## config.mk

```make
export PLATFORM = sky130hd
export DESIGN_NAME = pe_array_seq
export DESIGN_NICKNAME = d
export VERILOG_FILES = /design/src/rtl/pe_array_seq.sv
export SDC_FILE = /design/constraint.sdc
export NUM_CORES = 1
export LEC_CHECK = 0
export CORE_MARGIN = 8
export CORE_UTILIZATION = 39
export CTS_BUF_LIST = sky130_fd_sc_hd__clkbuf_2
export CTS_CLUSTER_DIAMETER = 40
export CTS_CLUSTER_SIZE = 10
export DETAILED_ROUTE_END_ITERATION = 12
export HOLD_SLACK_MARGIN = 0.12
export PLACE_DENSITY = 0.82
export SETUP_SLACK_MARGIN = 0.4
export SLEW_MARGIN = 10
export SYNTH_ARGS = -nofsm -noshare
export SYNTH_HDL_FRONTEND = slang
export SYNTH_SLANG_ARGS = --single-unit
export TNS_END_PERCENT = 20
```

## constraint.sdc

```tcl
create_clock -name clk -period 2.2 [get_ports clk]
set_clock_uncertainty 0.05 [all_clocks]
set_input_delay 0.44 -clock clk [delete_from_list [all_inputs] [get_ports clk]]
set_output_delay 0.44 -clock clk [all_outputs]
set_load 0.05 [all_outputs]
```

## src/rtl/pe_array_seq.sv

```systemverilog
// pe_array_seq
//   Job sequencer between the host/DMA operand stream and the PE array
//   overlay. One job is: accept PE_NUM*LOAD_NUM operand words from the host
//   and forward them to the array as one gap-free burst, wait a fixed compute
//   window, pulse the array load strobe DRAIN_NUM times, and return the
//   drained results on a valid-qualified stream (no backpressure).
//
// Ports
//   clk       in   clock, rising edge
//   rst       in   synchronous reset, active-high (wins over every input)
//   start     in   1-cycle job request, sampled only while idle
//   s_valid   in   host operand word valid
//   s_data    in   host operand word
//   s_ready   out  operand word accepted (load phase only)
//   ov_din_v  out  array din_overlay_v (registered, 1-cycle latency)
//   ov_din    out  array din_overlay, zero whenever ov_din_v is low
//   ov_load   out  array load strobe
//   ov_dout   in   array dout_overlay
//   m_valid   out  result word valid (ov_load delayed one cycle)
//   m_data    out  result word, zero whenever m_valid is low
//   busy      out  high in every state except idle
//   done      out  1-cycle pulse at job completion
//   err       out  sticky burst-gap error, cleared by rst or next start
module pe_array_seq #(
  parameter int unsigned DATA_W      = 32,
  parameter int unsigned PE_NUM      = 8,
  parameter int unsigned LOAD_NUM    = 64,
  parameter int unsigned COMPUTE_CYC = 256,
  parameter int unsigned DRAIN_NUM   = 4
) (
  input  logic              clk,
  input  logic              rst,
  input  logic              start,
  input  logic              s_valid,
  input  logic [DATA_W-1:0] s_data,
  output logic              s_ready,
  output logic              ov_din_v,
  output logic [DATA_W-1:0] ov_din,
  output logic              ov_load,
  input  logic [DATA_W-1:0] ov_dout,
  output logic              m_valid,
  output logic [DATA_W-1:0] m_data,
  output logic              busy,
  output logic              done,
  output logic              err
);

  localparam int unsigned BURST = PE_NUM * LOAD_NUM;
  localparam int unsigned WC_W  = $clog2(BURST + 1);
  localparam int unsigned TC_W  = $clog2(COMPUTE_CYC + 1);
  localparam int unsigned DC_W  = $clog2(DRAIN_NUM + 1);

  localparam logic [WC_W-1:0] WORD_LAST  = WC_W'(BURST - 1);
  localparam logic [TC_W-1:0] WAIT_LAST  = TC_W'(COMPUTE_CYC - 1);
  localparam logic [DC_W-1:0] DRAIN_LAST = DC_W'(DRAIN_NUM - 1);

  typedef enum logic [2:0] {
    S_IDLE,
    S_LOAD,
    S_WAIT,
    S_DRAIN,
    S_FLUSH,
    S_DONE
  } state_t;

  state_t state;
  state_t state_nx;

  logic [WC_W-1:0] word_cnt;
  logic [TC_W-1:0] wait_cnt;
  logic [DC_W-1:0] drain_cnt;

  logic job_go;
  logic xfer;
  logic gap;
  logic burst_end;
  logic wait_end;
  logic drain_end;

  assign job_go    = (state == S_IDLE) && start;
  assign xfer      = (state == S_LOAD) && s_valid;
  // The array numbers PEs with a contiguous-valid counter, so any hole after
  // the first word would misroute the rest of the burst: abort instead.
  assign gap       = (state == S_LOAD) && !s_valid && (word_cnt != '0);
  assign burst_end = xfer && (word_cnt == WORD_LAST);
  // WAIT is entered on the same edge that raises the last ov_din_v, so
  // COMPUTE_CYC cycles in WAIT put the first ov_load exactly COMPUTE_CYC
  // cycles after the last burst word seen by the array.
  assign wait_end  = (state == S_WAIT) && (wait_cnt == WAIT_LAST);
  assign drain_end = (state == S_DRAIN) && (drain_cnt == DRAIN_LAST);

  // State register
  always_ff @(posedge clk) begin
    if (rst) begin
      state <= S_IDLE;
    end else begin
      state <= state_nx;
    end
  end

  // Next-state logic
  always_comb begin
    state_nx = state;
    case (state)
      S_IDLE: begin
        if (start) begin
          state_nx = S_LOAD;
        end
      end
      S_LOAD: begin
        if (gap) begin
          state_nx = S_IDLE;
        end else if (burst_end) begin
          state_nx = S_WAIT;
        end
      end
      S_WAIT: begin
        if (wait_end) begin
          state_nx = S_DRAIN;
        end
      end
      S_DRAIN: begin
        if (drain_end) begin
          state_nx = S_FLUSH;
        end
      end
      S_FLUSH: state_nx = S_DONE;
      S_DONE:  state_nx = S_IDLE;
      default: state_nx = S_IDLE;
    endcase
  end

  // State-decoded outputs
  always_comb begin
    s_ready = (state == S_LOAD);
    ov_load = (state == S_DRAIN);
    busy    = (state != S_IDLE);
    done    = (state == S_DONE);
    // The array already registers its output, so the result word is taken
    // straight from ov_dout in the cycle m_valid is high.
    m_data  = m_valid ? ov_dout : '0;
  end

  // Counters, registered data path and sticky error
  always_ff @(posedge clk) begin
    if (rst) begin
      word_cnt  <= '0;
      wait_cnt  <= '0;
      drain_cnt <= '0;
      ov_din_v  <= 1'b0;
      ov_din    <= '0;
      m_valid   <= 1'b0;
      err       <= 1'b0;
    end else begin
      ov_din_v <= xfer;
      ov_din   <= xfer ? s_data : '0;
      m_valid  <= (state == S_DRAIN);

      if (job_go || gap) begin
        word_cnt <= '0;
      end else if (xfer) begin
        word_cnt <= burst_end ? '0 : word_cnt + WC_W'(1);
      end

      if (state == S_WAIT) begin
        wait_cnt <= wait_end ? '0 : wait_cnt + TC_W'(1);
      end else begin
        wait_cnt <= '0;
      end

      if (state == S_DRAIN) begin
        drain_cnt <= drain_end ? '0 : drain_cnt + DC_W'(1);
      end else begin
        drain_cnt <= '0;
      end

      if (job_go) begin
        err <= 1'b0;
      end else if (gap) begin
        err <= 1'b1;
      end
    end
  end

endmodule

```

# After elaboration in Yosys (flattened, before gate mapping)
# Cells that the tools add are included.
# word_totals
inputBits	68
memories	0
romBits	0
regBits	60
latch_bits	0
ram_bits	0
# classes
n_addsub	3
bitwise_logic	3
multipliers	0
order_cmp	0
reduce_logical	18
eq_ne	12
n_shift	0
div	0
muxes	8
# ops
operator	n
2-to-1 mux 32 bit	1
2-to-1 mux 3 bit	5
one-hot mux 3 bit (5 select lines)	1
adder 10 x 1 -> 10 bit, second input constant	1
equality test 10 x 9 -> 1 bit, second input constant	1
2-to-1 mux 10 bit	1
nonzero test 10 bit	1
adder 9 x 1 -> 9 bit, second input constant	1
equality test 3 x 2 -> 1 bit, second input constant	3
equality test 9 x 8 -> 1 bit, second input constant	1
logical AND 1 bit	7
equality test 3 bit, second input constant	2
OR reduction 2 bit	3
OR reduction 3 bit	2
!= test 2 bit, second input constant	2
AND reduction 4 bit	1
adder 3 x 1 -> 3 bit, second input constant	1
equality test 3 x 1 -> 1 bit, second input constant	1
zero test 3 bit	1
!= test 3 x 1 -> 1 bit, second input constant	1
NOT 1 bit	3
nonzero test 3 bit	1
!= test 2 x 1 -> 1 bit, second input constant	1
zero test 1 bit	1
logical OR 1 bit	1

# Longest topological paths before layout
# Gate-level depths: netlist of the first run.
# depth
ltp_word	6
depth_mapped	9

# Worst setup path after synthesis of the first run
# No wires, ideal clock.
# synth_path
path_kind	reg2reg
start	register state[0]
end	register word_cnt[3]
arrival_time_ns	1.720
stages_incl_launch_ff	6
n_path_buf	1
t_required_ns	2.029
path_slack_ns	0.308
setup_time_ns	0.121
cell_sequence	dfxtp_1 -> buf_2 -> nor3b_4 -> nand4_2 -> o211ai_2 -> nor2_1
# synth_between
elab_chain_cells	5
elab_cells_between_ends	10
cone_classes	eq/ne (1); mux (1); reduce/logical (8)
# synth_rtl
element	line	text
start: declaration	66	state_t state;
start signal: assignment	97	state <= state_nx;
equality test 3 x 1 -> 1 bit *	--	
via s_ready	36	output logic s_ready,
logical AND 1 bit (2 in a row)	84	assign gap = (state == S_LOAD) && !s_valid && (word_cnt != '0);
logical OR 1 bit	159	if (job_go || gap) begin
OR reduction 2 bit (no source line)	--	
end signal: assignment	162	word_cnt <= burst_end ? '0 : word_cnt + WC_W'(1);
end: declaration	69	logic [WC_W-1:0] word_cnt;
# Mark *: on every way through the listed nets, which the timed path passes. The rest lies on a longest branch.
# A chain may end at the register's enable or synchronous reset.

# Final worst setup path of the first run
# layout_path
start	register wait_cnt[1]
end	register state[0]
# layout_between
elab_chain_cells	4
# layout_rtl
element	line	text
start: declaration	70	logic [TC_W-1:0] wait_cnt;
start signal: assignment	166	wait_cnt <= wait_end ? '0 : wait_cnt + TC_W'(1);
equality test 9 x 8 -> 1 bit	89	assign wait_end = (state == S_WAIT) && (wait_cnt == WAIT_LAST);
logical AND 1 bit	89	
!= test 2 bit (no source line)	--	
AND reduction 4 bit (no source line)	--	
# Every way passes these cells.

==> results of run 1 <==
[cells in the final DEF (no fill, tap or decap), types with 9 or more instances in the layout]
cell and instances:
nor2_1 25, clkdlybuf4s50_1 67, buf_4 14, dfxtp_1 52, clkbuf_2 12, and2_4 24, and2_1 38, dlygate4sd2_1 13
nand2_1 9, clkdlybuf4s15_2 15, buf_12 36
[stage by stage]
step           hold slack, ns  worst slack [ns]
5_1_grt                 0.402             0.250
3_3_place_gp            0.355             0.191
6_report                0.383             0.326
2_1_floorplan           0.347             0.356
4_1_cts                 0.386             0.324
3_5_place_dp            0.366             0.138
[state kept, by name, summed over array words and instances, names as in the netlist]
register and cells:
m_valid 1, state 3, err 1, drain_cnt 3, ov_din 32, word_cnt 10
ov_din_v 1, wait_cnt 9
[worst max-delay path: cells and delay by family, from the launching register on]
kind | cells | cell delay (ns)
simple gates | 5 | 0.61
compound gates | 2 | 0.42
flops | 1 | 0.40
fa+ha+maj | 2 | 0.33
[power breakdown]
group | switching [mW] | internal (mW)
combinational | 0.141 | 0.167
clock | 0.397 | 0.362
sequential | 0.00888 | 1.10
[layout make-up]
| type | instances | area (µm²) | share of cell area (%) |
|---|---|---|---|
| Timing Repair Buffer | 154 | 1870 | 40.5 |
| Tap cell | 75 | 93.8 | 2.03 |
| Sequential cell | 60 | 1230 | 26.5 |
| Clock buffer | 9 | 45.0 | 0.975 |
| Clock inverter | 7 | 81.3 | 1.76 |
| Inverter | 9 | 36.3 | 0.785 |
| Multi-Input combinational cell | 173 | 1260 | 27.4 |
[layer usage]
layer | global-route usage [%] | routed length, µm | part of all wire (%) | vias up
met3 | 9.13 | 1120 | 14 | 14
met5 | 0 | 0 | 0 | -
met4 | 8.19 | 142 | 1.7 | 0
met2 | 28.3 | 3660 | 45 | 144
met1 | 17.4 | 3200 | 39 | 1070
li1 | - | - | - | 1130
[worst paths after layout]
| kind | from | endpoint | slack [ns] | cells after the start |
|---|---|---|---|---|
| worst max-delay path | wait_cnt[1] | state[0] | 0.33 | 9 |
| worst min-delay path | drain_cnt[0] | drain_cnt[0] | 0.38 | 1 |
| worst max register to register | wait_cnt[1] | state[0] | 0.33 | 9 |
| worst min register to register | drain_cnt[0] | drain_cnt[0] | 0.38 | 1 |
[kinds of logic (layout without fill, tap and decap cells)]
family / after synthesis / in the layout
AO/OA/AOI/OAI: 15 / 15
XOR/XNOR: 13 / 13
adder cells (fa/ha/maj): 6 / 6
buffers and inverters: 20 / 179
flip-flops: 60 / 60
multiplexers: 1 / 1
AND/OR/NAND/NOR: 138 / 138
[timing repair]
| item | in CTS | in global routing |
|---|---|---|
| pin swaps | 0 | 7 |
| resized for setup | 84 | 50 |
| setup endpoints to repair | 83 | 74 |
| buffers inserted | 7 | 5 |
| gates cloned | 0 | 1 |
==> impl_metrics.yaml, run 1 <==
run_status:
  outcome: "finished, final reports clean"
synth:
  synth.distinct_cells: 38
  netlist_area_mm2: 0.00240
  ys_top_cells_by_count: "and2_1 (65), dfxtp_1 (60), nor2_1 (26), nand2_1 (10), inv_1 (9)"
  synth-adder-area-share_pct: 3.13
  yosysWarnings: 0
  synth-async-reset-ratio_pct: 0
  yosysTopAreaCellShare_pct: 50.1
  synth.area.mux_share_pct: 0.417
  yosys_most_used_dff: "dfxtp_1"
  synth-xor-area-share_pct: 4.75
  synth_top_family_by_area: "simple AND/OR/NAND/NOR gates"
  synth_edf_count: 0
  yosysTopAreaCell: "dfxtp_1"
  synth_compound_area_share_pct: 4.85
  post-synth-top-count-cell: "and2_1"
  synth_area_leaders: "dfxtp_1 (50%), and2_1 (17%), nor2_1 (4.1%)"
  yosysSeqAreaShare_pct: 50.1
  post_synth_and_or_nand_nor_area_fraction_pct: 33.4
  synth_fp_nets: 327
  ys_seq_elements: 60
  syn_avg_cell_area_um2: 9.48
  synthCells: 253
detailed_routing:
  viasPerCell: 4.84
  vias: 2358
  drtAntennaViolNets: 0
  drtIter0Drc: 96
  drt_first_pass_iters: 4
  wl_mm: 8.12
  wl_per_cell_um: 16.7
  drc: 0
floorplanning:
  initial_utilization_pct: 40.5
  die_h_um: 94.4
  dieArea_mm2: 0.00892
  row_count: 28
  core_region_area_mm2: 0.00592
  io_pins: 139
  die_width_um: 94.4
placement:
  io_buffer_count: 138
  place_inst: 458
  dpl.hpwl_mm: 5.90
  dpl-instance-area_mm2: 0.00421
  globalplace.congestion: 0.842
finish:
  drive_above_1_share_pct: 33.5
  stdcell_count: 487
  layout.nets: 481
  postLayoutCellArea_mm2: 0.00462
  nFillCells: 368
  area_delta_synth_final_pct: 92.6
  n_antenna_cell: 0
  post-route-util_pct: 78.0
setup_path:
  critPathMaxFanout: 3
  crit_path_end_kind: "flip-flop"
  cp_cell_sequence: "ha_4, nand3_2, nor2_2, and3_1, ha_1, nand2b_1, a2111oi_4, nor2_1, o21ai_1"
  cp_slowest_stage_delay_ns: 0.40
  cp.arrival_ns: 2.22
  worstSetupPathType: "reg -> reg"
  start_kind: "flip-flop"
  required_ns: 2.55
  slowest_stage: "dfxtp_2"
clock_tree:
  clockBufferDepth: 2
  hold_buffers: 0
  cts-root-buf: "clkbuf_2"
  htreeDepth: 3
  cts_tree: "done"
  clk_latency_ns: 0.47
  numCtsBuffers: 9
  clk_transition_reported_paths_ns: 0.16
  clock-sinks: 60
power:
  leakage_nw: 1.93
  ir_drop_v: 0.000649
  power_mw: 2.18
  power.density_mw_per_mm2: 471
sta:
  layout_min_cycle_time_ns: 1.87
  report.final.hold_viol_count: 0
  slew_violations: 0
  fin_setup_tns_ns: 0
  timing.final.setup_violations: 0
  relSlewSlack_pct: 65.3
  fin_crit_sh_pct: 85.2
  clock.fmax_mhz: 534
  worst_slew_pin_slew_ns: 0.513
  rsz0062_at_grt: "yes"
flow_run:
  drv_cap: 0
global_routing:
  overflow: 0
  grt_max_degree: 34
  grt_usage_pct: 17.1
  first_global_vias: 2421
  grt_pass1_wl_mm: 11.9
  antenna_found_initial: 0
hold_path:
  hold_class: "reg -> reg"
Power figures use the tool's default switching activity.
==> inputs of run 2 (changes only) <==
Settings changed: SKIP_LAST_GASP set to 1.
==> results of run 2 <==
No change in the layout: final DEF, timing and power equal those of run 1.
